`config.mk`:
```
export PLATFORM = sky130hd
export DESIGN_NAME = arbitro_rr3
export DESIGN_NICKNAME = d
export VERILOG_FILES = /design/src/rtl/arbitro_pkg.sv /design/src/rtl/arb_sel3.sv /design/src/rtl/arbitro_rr3.sv
export SDC_FILE = /design/constraint.sdc
export NUM_CORES = 1
export LEC_CHECK = 0
export BUFFER_PORTS_ARGS = -buffer_cell sky130_fd_sc_hd__buf_2
export CORE_ASPECT_RATIO = 0.6
export CORE_MARGIN = 10
export CORE_UTILIZATION = 25
export CTS_BUF_LIST = sky130_fd_sc_hd__clkbuf_16
export DETAILED_ROUTE_END_ITERATION = 8
export PLACE_DENSITY = 0.45
export SYNTH_ARGS = -nofsm -noshare
export SYNTH_HDL_FRONTEND = slang
export SYNTH_SLANG_ARGS = --single-unit
```
`constraint.sdc`:
```
create_clock -name clk -period 2.6 [get_ports clk]
set_clock_uncertainty 0.1 [all_clocks]
set_input_delay 0.52 -clock clk [delete_from_list [all_inputs] [get_ports clk]]
set_output_delay 0.52 -clock clk [all_outputs]
set_load 0.03 [all_outputs]
```
`src/rtl/arbitro_pkg.sv`:
```
// Shared constants and index helpers for the three-way arbiter.
package arbitro_pkg;

  localparam logic [0:0] ST_IDLE  = 1'b0;
  localparam logic [0:0] ST_GRANT = 1'b1;

  localparam logic [1:0] IDX_NONE = 2'd0;
  localparam logic [1:0] IDX_E1   = 2'd1;
  localparam logic [1:0] IDX_E2   = 2'd2;
  localparam logic [1:0] IDX_E3   = 2'd3;

  function automatic logic [2:0] idx_to_onehot(input logic [1:0] idx);
    case (idx)
      IDX_E1:  return 3'b001;
      IDX_E2:  return 3'b010;
      IDX_E3:  return 3'b100;
      default: return 3'b000;
    endcase
  endfunction

  function automatic logic [1:0] onehot_to_idx(input logic [2:0] oh);
    case (oh)
      3'b001:  return IDX_E1;
      3'b010:  return IDX_E2;
      3'b100:  return IDX_E3;
      default: return IDX_NONE;
    endcase
  endfunction

  // Walk upwards through 1..3, wrapping 3 -> 1.
  function automatic logic [1:0] idx_next(input logic [1:0] idx);
    return (idx == IDX_E3) ? IDX_E1 : 2'(idx + 2'd1);
  endfunction

  // Walk downwards through 3..1, wrapping 1 -> 3.
  function automatic logic [1:0] idx_prev(input logic [1:0] idx);
    return (idx == IDX_E1 || idx == IDX_NONE) ? IDX_E3 : 2'(idx - 2'd1);
  endfunction

endpackage

```
`src/rtl/arb_sel3.sv`:
```
// Combinational priority selector over three requesters, skipping one index.
// ARB_FIXED_PRIO_EN: scan downwards from start (fixed e3 > e2 > e1 when start = 3).
module arb_sel3
  import arbitro_pkg::*;
(
  input  logic [2:0] req,
  input  logic [1:0] start,
  input  logic [1:0] excl,
  output logic       found,
  output logic [1:0] sel
);

  logic [1:0] cand [3];

`ifdef ARB_FIXED_PRIO_EN
  assign cand[0] = start;
  assign cand[1] = idx_prev(cand[0]);
  assign cand[2] = idx_prev(cand[1]);
`else
  assign cand[0] = start;
  assign cand[1] = idx_next(cand[0]);
  assign cand[2] = idx_next(cand[1]);
`endif

  // Scan back to front so the earliest candidate in the order wins.
  always_comb begin
    found = 1'b0;
    sel   = IDX_NONE;
    for (int k = 2; k >= 0; k--) begin
      if ((cand[k] != excl) && (|(req & idx_to_onehot(cand[k])))) begin
        found = 1'b1;
        sel   = cand[k];
      end
    end
  end

endmodule

```
`src/rtl/arbitro_rr3.sv`:
```
// Three-requester round-robin arbiter with anti-starvation hold timer.
// ARB_FIXED_PRIO_EN: fixed e3 > e2 > e1 priority, no last-owner register.
module arbitro_rr3
  import arbitro_pkg::*;
#(
  parameter int unsigned HOLD_MAX = 8,
  parameter int unsigned CNT_W    = 4
) (
  input  logic       clk,
  input  logic       rst,
  input  logic [2:0] req,
  output logic [2:0] gnt,
  output logic [1:0] gnt_idx,
  output logic       gnt_valid
);

  localparam logic             TIMER_EN  = (HOLD_MAX != 0);
  localparam logic [CNT_W-1:0] HOLD_LAST = CNT_W'(HOLD_MAX - 1);

  logic [0:0]       state, state_nx;
  logic [1:0]       idx_nx;
  logic [2:0]       gnt_nx;
  logic             valid_nx;
  logic [CNT_W-1:0] hold_cnt, cnt_nx;
  logic [1:0]       sel_start, sel_excl, sel_idx;
  logic             sel_found;
  logic             owner_req;

`ifdef ARB_FIXED_PRIO_EN
  assign sel_start = IDX_E3;
`else
  logic [1:0] last;

  assign sel_start = idx_next(last);

  // Remember the most recent owner; it survives a return to IDLE.
  always_ff @(posedge clk) begin
    if (rst) begin
      last <= IDX_E3;
    end else if (idx_nx != IDX_NONE) begin
      last <= idx_nx;
    end
  end
`endif

  assign sel_excl  = (state == ST_GRANT) ? gnt_idx : IDX_NONE;
  assign owner_req = |(req & gnt);

  arb_sel3 u_sel (
    .req   (req),
    .start (sel_start),
    .excl  (sel_excl),
    .found (sel_found),
    .sel   (sel_idx)
  );

  always_ff @(posedge clk) begin
    if (rst) begin
      state     <= ST_IDLE;
      gnt       <= 3'b000;
      gnt_idx   <= IDX_NONE;
      gnt_valid <= 1'b0;
      hold_cnt  <= '0;
    end else begin
      state     <= state_nx;
      gnt       <= gnt_nx;
      gnt_idx   <= idx_nx;
      gnt_valid <= valid_nx;
      hold_cnt  <= cnt_nx;
    end
  end

  // Next owner: release first, then timer expiry, else keep counting.
  always_comb begin
    state_nx = state;
    idx_nx   = gnt_idx;
    cnt_nx   = hold_cnt;
    case (state)
      ST_IDLE: begin
        if (sel_found) begin
          state_nx = ST_GRANT;
          idx_nx   = sel_idx;
          cnt_nx   = '0;
        end
      end
      ST_GRANT: begin
        if (!owner_req) begin
          cnt_nx = '0;
          if (sel_found) begin
            idx_nx = sel_idx;
          end else begin
            state_nx = ST_IDLE;
            idx_nx   = IDX_NONE;
          end
        end else if (TIMER_EN && (hold_cnt == HOLD_LAST)) begin
          cnt_nx = '0;
          if (sel_found) begin
            idx_nx = sel_idx;
          end
        end else if (TIMER_EN) begin
          cnt_nx = CNT_W'(hold_cnt + CNT_W'(1));
        end
      end
      default: begin
        state_nx = ST_IDLE;
        idx_nx   = IDX_NONE;
        cnt_nx   = '0;
      end
    endcase
    gnt_nx   = idx_to_onehot(idx_nx);
    valid_nx = (idx_nx != IDX_NONE);
  end

endmodule

```
Word-level counts from Yosys, hierarchy flattened
Cells that the tools add are included.
Widths: inputs -> output; s select.

cells by class
  mux-type cells = 26
  bitwise operators = 5
  equal/unequal tests = 18
  reductions and logical operators = 8
  add/sub/neg operators = 4

operator list
  cell                 number
  $pmux 3 s3           4
  $mux 2               11
  $eq 2x2->1 const B   9
  $and 3x3->3          4
  $mux 4               3
  $reduce_or 3->1      4
  $eq 2x1->1 const B   4
  $pmux 4 s2           1
  $add 2x1->2 const B  3
  $ne 2x2->1           3
  $mux 1               5
  $add 4x1->4 const B  1
  $eq 4x3->1 const B   1
  $pmux 2 s2           1
  $logic_and 1x1->1    3
  $ne 2x2->1 const B   1
  $pmux 1 s2           1
  $reduce_bool 2->1    1
  $not 1->1            1

word-level totals
  input bits = 5
  flip-flop bits (word level) = 13
  output and inout port bits = 6
  logic and storage cells = 67

Depth between registers and ports, before layout
Gate-level depths: netlist of the first run.

  depth after elaboration = 20
  gate-level depth with buffers = 9
  mapped depth without buffers = 8

Modules after synthesis
Synthesis of the first run repeated with hierarchy kept, for this count alone.

second synthesis, totals
  cell total of the unflattened synthesis = 98
  area total of the unflattened synthesis = 842.1 µm²

modules (own cells, without submodules)
  module       area an instance (µm²)  cells an instance  sequential area each (µm²)  times used
  arbitro_rr3  601.8                   66                 260.2                       1
  arb_sel3     240.2                   32                 0.0                         1

Worst setup path before layout of the first run
No wires, ideal clock.

  kind = register to register
  start = reg last[0]
  end = reg last[0]
  setup slack = 0.083 ns
  setup time = 0.120 ns
  period minus slack after synthesis = 2.517 ns
  data arrival time = 2.297 ns
  buffers on the path = 1
  stages on the path, launching flop included = 10
  data required time = 2.380 ns
  cells stage by stage = dfxtp_1 -> inv_1 -> ha_1 -> buf_4 -> a222oi_1 -> a31o_2 -> o22ai_1 -> a211o_1 -> a211o_1 -> a211o_1

on the way
  longest elaborated chain between the ends = 19
  elaborated cells between the ends (all ways) = 43
  those cells by class = add/sub (3); eq/ne (13); mux (17); bitwise (3); reduce/logical (7)

RTL lines
  item                                           line                                  RTL
  start, declared                                arbitro_rr3.sv:32                     logic [1:0] last;
  start signal, assigned                         arbitro_rr3.sv:41                     last <= idx_nx;
  $add 2x1->2 or $eq 2x2->1 (tied branches)      arbitro_pkg.sv:32                     return (idx == IDX_E3) ? IDX_E1 : 2'(idx + 2'd1);
  $mux 2 *                                       arbitro_pkg.sv:32
  $add 2x1->2 or $eq 2x2->1 (tied branches)      arbitro_pkg.sv:32, arbitro_pkg.sv:13
  $mux 2                                         arbitro_pkg.sv:32
  $add 2x1->2 or $eq 2x2->1 (tied branches)      arbitro_pkg.sv:32, arbitro_pkg.sv:13
  $mux 2                                         arbitro_pkg.sv:32
  $eq 2x2->1 or $eq 2x1->1 (tied branches)       arbitro_pkg.sv:13                     case (idx)
  $pmux 3 s3                                     arbitro_pkg.sv:13
  $and 3x3->3                                    arb_sel3.sv:30                        if ((cand[k] != excl) && (|(req & idx_to_onehot(cand[k])))) begin
  $reduce_or 3->1                                arb_sel3.sv:30
  $logic_and 1x1->1                              arb_sel3.sv:30
  $mux 2 or $mux 1 (tied branches) (3 in a row)  arb_sel3.sv:30
  $mux 2                                         arbitro_rr3.sv:80, arbitro_rr3.sv:97
  $mux 2                                         arbitro_rr3.sv:95                     end else if (TIMER_EN && (hold_cnt == HOLD_LAST)) begin
  $mux 2                                         arbitro_rr3.sv:87                     if (!owner_req) begin
  $pmux 2 s2 *                                   arbitro_rr3.sv:78                     case (state)
  $reduce_bool 2->1                              arbitro_rr3.sv:40                     end else if (idx_nx != IDX_NONE) begin

Every way passes the cells marked *; elsewhere a longest branch is shown, timed or not.
A chain may end at the register's enable or synchronous reset.

Final worst setup path of the first run
Same ends and word-level chain as after synthesis.

==> results of run 1 <==
## Yosys cell counts (3+ instances only)
cell / instances
buf_6: 4
nand3b_1: 3
inv_1: 7
ha_1: 4
nor2_1: 9
o21ai_0: 3
nand2_1: 4
a21oi_1: 7
dfxtp_1: 13
nor3_1: 6
a211o_1: 3
o32ai_1: 3
a222oi_1: 4
## path summary, 6_finish.rpt
check	cells after the start	to	from
worst min-delay path	2	hold_cnt[3]$_SDFFE_PP0P_	hold_cnt[3]$_SDFFE_PP0P_
worst max register to register	9	last[0]$_SDFFE_PP1P_	last[0]$_SDFFE_PP1P_
worst max-delay path	9	last[0]$_SDFFE_PP1P_	last[0]$_SDFFE_PP1P_
worst min register to register	2	hold_cnt[3]$_SDFFE_PP0P_	hold_cnt[3]$_SDFFE_PP0P_
## worst reg2reg max path: cells and delay by family (launching register included)
family,cells,cell delay [ns]
adders and majority gates,1,0.33
AOI/OAI and AO/OA,4,1.13
and+or+nand+nor,1,0.17
DFF,1,0.32
buffers and inverters,2,0.24
xor gates and xnor gates,1,0.10
## metal layers
layer / up-vias / GRT usage (%)
met1: 442 / 10.3
met4: 0 / 1.07
met2: 17 / 10.3
met5: - / 0
met3: 2 / 3.87
li1: 460 / -
## flip-flops by register name, summed over array words and instances, names as in the netlist
signal	count
hold_cnt	4
state	1
gnt_idx	2
gnt_valid	1
gnt	3
last	2
## what timing repair did
| item | in CTS | in global routing |
|---|---|---|
| endpoints found under the hold margin | 0 | 0 |
| resized for setup | 2 | 13 |
| setup endpoints to repair | 4 | 7 |
| buffers inserted | 0 | 2 |
| pin swaps | 0 | 7 |
## area by class of cell
cell class	count	area, um2
sequential	13	262
multi-input combinational	80	674
inverter	7	26.3
fill	380	2350
clock buffer	3	75.1
tap	47	58.8
clock inverter	1	3.75
timing repair buffer	28	185
## kinds of logic after synthesis
| family | share of synthesized area [%] |
|---|---|
| buffers and inverters | 8.84 |
| adder cells (fa/ha/maj) | 5.35 |
| AO/OA/AOI/OAI | 32.0 |
| AND/OR/NAND/NOR | 23.2 |
| flip-flops | 27.8 |
| XOR/XNOR | 2.81 |
## stage by stage
stage	utilization [%]	cells	TNS (ns)	hold WS, ns
2_1_floorplan	-	106	0	0.358
3_3_place_gp	30.4	173	-0.172	0.372
3_5_place_dp	30.4	173	-0.145	0.390
4_1_cts	32.7	177	0	0.397
5_1_grt	35.3	179	-0.125	0.453
6_report	35.3	179	0	0.401
## report_power, final
group	internal (mW)	total, mW	switching, mW
Sequential	0.251	0.319	0.0680
Combinational	0.496	1.04	0.549
Clock	0.202	0.283	0.0802
Total	0.949	1.65	0.697
## cell usage in the layout (no fill, tap or decap), types with 2 or more instances in the layout
master / count
a21oi_1: 6
o21ai_0: 3
clkbuf_16: 3
nand2b_4: 2
o32ai_1: 3
nand3b_1: 3
ha_4: 2
nor3_1: 4
ha_1: 2
and3_2: 2
buf_2: 10
nand2_1: 4
inv_1: 8
buf_4: 18
or3b_2: 2
dfxtp_1: 12
nor3_2: 2
nor2_1: 9
a222oi_1: 4
a211o_1: 3
==> run_results.csv, run 1 <==
group,metric,value,unit
grt,grt_pass1_wl,4170,um
synthesis,ys_ff_latch,13,
finish,area_growth_syn_to_layout,37.5,%
synthesis,yosys_warnings,0,
die,num_rows,17,
grt,antenna_found_initial,0,
synthesis,ys.flop_type,"dfxtp_1",
die,die_w,98.9,um
place,place_congestion,0.792,
finish,drive_above_1_share,40.2,%
setup_path,worst-r2r-setup-slack,0.09,ns
synthesis,netlist-cell-type-count,44,
grt,grt_max_degree,13,
power_and_ir_drop,p_per_area,1280,nW/um2
timing,rsz0062_at_grt,"yes",
flow_run,drv_cap,0,
setup_path,path_max_fanout,8,
setup_path,crit_path_top_delay_cell,"a211o_1",
place,place_area,1110,um2
setup_path,critical_path_class,"reg -> reg",
synthesis,synthTopCellsByArea,"dfxtp_1, ha_1, buf_6",
finish,num_antenna_cells,0,
grt,grt_pass1_vias,832,
die,fp.coreArea,3640,um2
timing,max_freq,399,MHz
synthesis,synth.net_count,115,
power_and_ir_drop,ir_drop,540,uV
die,fp.dieArea,6660,um2
clock_network,cts_hold_buf,0,
synthesis,synth_top_area_share,27.8,%
routing,viasPerCell,5.15,
timing,slew_headroom,63.3,%
clock_network,cts_sinks,13,
status,status,"finished, final reports clean",
setup_path,cpMostUsedCell,"a211o_1",
setup_path,path_cells,"inv_1 > ha_4 > buf_4 > xnor2_1 > o32a_4 > and3_1 > a211o_1 > a211o_1 > a211o_1",
setup_path,crit_family,"compound AO/OA/AOI/OAI gates",
timing,setup_viol_count_final,0,
clock_network,cts.clk_slew.worst_paths,0.04,ns
routing,top_layer,"met4",
timing,report.final.slew_viol_count,0,
hold_path,hold_path_class,"reg -> reg",
routing,post_drt_wl_per_cell,15.1,um
synthesis,ys_seq_area_share,27.8,%
grt,grt_overflow_total,0,
setup_path,required,2.63,ns
clock_network,cts_root_buf,"clkbuf_16",
timing,period_needed,2.51,ns
clock_network,clk_latency,0.24,ns
setup_path,cp-end-kind,"register",
place,hpwl,1940,um
setup_path,path_buf_inv,2,
finish,stdcell_area,1280,um2
place,dp_slack,-0.0480,ns
die,dieHeight,67.4,um
routing,drcViolationCount,0,
routing,first_pass_iters,6,
synthesis,syn_inst,106,
timing,setup_slack,0.0931,ns
die,num_io_pins,11,
clock_network,cts_tree,"yes",
timing,tightest_slew,0.550,ns
setup_path,max_stage_delay,0.36,ns
clock_network,h-tree-depth,1,
timing,min_period_over_period,96.4,%
clock_network,cts-buffers-inserted,3,
grt,grt_usage,7.53,%
finish,final_nets,142,
routing,wl_met1,1370,um
place,numPortBuffers,10,
routing,finalWirelength,2700,um
synthesis,netlist_area,935,um2
synthesis,synth_edf_count,0,
timing,finalHoldViolations,0,
synthesis,synthArstFlopShare,0,%
synthesis,yosys.area.top_type,"dfxtp_1",
die,start_util,25.7,%
routing,antenna_left,0,
routing,drt_iter0_markers,115,
routing,route.vias.total,921,
synthesis,avgSynthCellArea,8.82,um2
power_and_ir_drop,p_total,1.65,mW
setup_path,critical_path_arrival,2.53,ns
routing,met2_length,1170,um
setup_path,worstSetupStartpointType,"register",
clock_network,ctsLongestPathBuffers,2,
power_and_ir_drop,leakage,0.550,nW
routing,dr_wl_met3,157,um
(Power assumes the default switching activity.)
==> inputs of run 2 (changes only) <==
PLACE_DENSITY = 0.44   (was 0.45)
clock period = 2.65 ns   (was 2.6 ns; I/O delays follow)
==> run 2 against run 1 <==
Compared with the run above:
- global-route usage decreased by 0.44 points
- non-clock buffer count is 6 lower
- maximum frequency decreased by 0.98%
- critical path depth is the same
- routed wire length down 13%
- critical path type unchanged
- critical endpoint unchanged
- largest cell class unchanged
==> run_results.csv, run 2 (synthesis results as in run 1) <==
group,metric,value,unit
setup_path,crit_path_top_delay_cell,"a222oi_1",
power_and_ir_drop,p_per_area,1260,nW/um2
hold_path,holdPathStages,2,
timing,max_freq,395,MHz
finish,drive_above_1_share,36.5,%
routing,finalWirelength,2350,um
timing,slew_headroom,66.1,%
grt,grt_pass1_wl,4010,um
clock_network,h-tree-depth,1,
clock_network,ctsLongestPathBuffers,2,
routing,drcViolationCount,0,
setup_path,r2r-start,"last[0]$_SDFFE_PP1P_",
hold_path,hold_path_end,"hold_cnt[3]$_SDFFE_PP0P_",
finish,final_common_cell,"buf_4",
die,fp.dieArea,6660,um2
finish,final_core_util,33.4,%
finish,largest_reg_flops,4,
routing,antenna_left,0,
setup_path,worst-r2r-setup-slack,0.12,ns
timing,period_needed,2.53,ns
clock_network,cts_sinks,13,
status,status,"finished, final reports clean",
finish,largestRegisters,"hold_cnt (4), gnt (3)",
finish,final_nets,136,
die,fp.coreArea,3640,um2
grt,antenna_found_initial,0,
die,num_rows,17,
die,dieHeight,67.4,um
power_and_ir_drop,ir_drop,566,uV
clock_network,clk_latency,0.24,ns
setup_path,rr_worst_depth,9,
grt,grt_usage,7.08,%
finish,largest-register,"hold_cnt",
setup_path,reg2reg_to,"last[0]$_SDFFE_PP1P_",
finish,num_antenna_cells,0,
die,start_util,25.7,%
clock_network,cts-buffers-inserted,3,
power_and_ir_drop,leakage,0.493,nW
clock_network,cts.clk_slew.worst_paths,0.05,ns
place,hpwl,1820,um
setup_path,cpMostUsedCell,"a211o_1",
setup_path,critical_path_arrival,2.56,ns
timing,setup_viol_count_final,0,
die,num_io_pins,11,
timing,min_period_over_period,95.5,%
finish,area_growth_syn_to_layout,30.0,%
grt,grt_pass1_vias,868,
timing,report.final.slew_viol_count,0,
place,place_congestion,0.880,
routing,route.vias.total,907,
clock_network,cts_tree,"yes",
finish,nFillCells,368,
timing,finalHoldViolations,0,
setup_path,max_stage_delay,0.38,ns
routing,first_pass_iters,4,
finish,final_cell_mix,"buf_4, dfxtp_1, buf_2, nor2_1, a21oi_1",
hold_path,hold_path_class,"reg -> reg",
timing,tightest_slew,0.503,ns
routing,viasPerCell,5.24,
die,die_w,98.9,um
timing,fin_setup_tns,0,ns
setup_path,path_cells,"inv_2 > ha_4 > a222oi_1 > buf_4 > a31oi_4 > and3_1 > a211o_1 > a211o_1 > a211o_1",
routing,post_drt_wl_per_cell,13.6,um
setup_path,worstSetupStartpointType,"register",
hold_path,min-delay-start,"hold_cnt[3]$_SDFFE_PP0P_",
grt,grt_max_degree,13,
flow_run,drv_cap,0,
setup_path,path_max_fanout,5,
setup_path,cp-end-kind,"register",
grt,grt_overflow_total,0,
place,numPortBuffers,10,
setup_path,critical_path_class,"reg -> reg",
setup_path,required,2.68,ns
routing,drt_iter0_markers,113,
clock_network,cts_root_buf,"clkbuf_16",
run 2: cell count changes in the layout (fill, tap and decap cells not counted), sizes merged:
cell	previous run	this run
inv	8	7
buf	28	22
clkinv	0	1
run 2: routing by layer:
layer | GRT usage, % | vias to the layer above | wire [um]
li1 | - | 451 | -
met1 | 8.92 | 438 | 1080
met2 | 11.1 | 18 | 1100
met3 | 3.26 | 0 | 167
met4 | 1.07 | 0 | 0
met5 | 0 | - | 0
run 2: area by class of cell:
class	instances	area [um2]	area share (%)
Clock buffer	3	75.1	6.18
Clock inverter	1	5.00	0.412
Tap cell	47	58.8	4.84
Inverter	7	26.3	2.16
Multi-Input combinational cell	80	647	53.2
Sequential cell	13	263	21.6
Timing Repair Buffer	22	140	11.5
run 2: worst max-delay path, delay by kind of cell, from the launching register on:
kind            cells  cell delay [ns]
compound gates      5             1.34
buf+inv             2             0.26
flops               1             0.33
fa+ha+maj           1             0.22
simple gates        1             0.17
run 2: where the power goes:
group	switching, mW	internal [mW]
sequential	0.0608	0.247
combinational	0.498	0.446
clock	0.0827	0.201
total	0.641	0.894
run 2: metrics by stage:
stage / instance area, um2 / power (mW) / hold slack (ns) / setup slack, ns / cells
2_1_floorplan: 935 / 0.925 / 0.358 / 0.133 / 106
3_3_place_gp: 1080 / 1.18 / 0.372 / 0.0364 / 169
3_5_place_dp: 1080 / 1.18 / 0.381 / 0.0135 / 169
4_1_cts: 1160 / 1.47 / 0.393 / 0.00897 / 173
5_1_grt: 1210 / 1.68 / 0.426 / -0.0404 / 173
6_report: 1210 / 1.54 / 0.395 / 0.118 / 173
run 2: how the worst max path moves through the flow:
stage / startpoint / end / cells past startpoint
3_3_place_gp: last[0]$_SDFFE_PP1P_ / last[0]$_SDFFE_PP1P_ / 8
6_report: last[0]$_SDFFE_PP1P_ / last[0]$_SDFFE_PP1P_ / 9
2_1_floorplan: last[0]$_SDFFE_PP1P_ / last[0]$_SDFFE_PP1P_ / 9
3_5_place_dp: last[0]$_SDFFE_PP1P_ / last[0]$_SDFFE_PP1P_ / 9
5_1_grt: last[0]$_SDFFE_PP1P_ / last[0]$_SDFFE_PP1P_ / 9
4_1_cts: last[0]$_SDFFE_PP1P_ / last[0]$_SDFFE_PP1P_ / 9
run 2: repair_timing:
item / in CTS / in global routing
gates cloned: 0 / 0
buffers inserted: 0 / 0
pin swaps: 1 / 7
hold buffers: 0 / 0
setup endpoints to repair: 1 / 9
gates resized for setup: 0 / 11
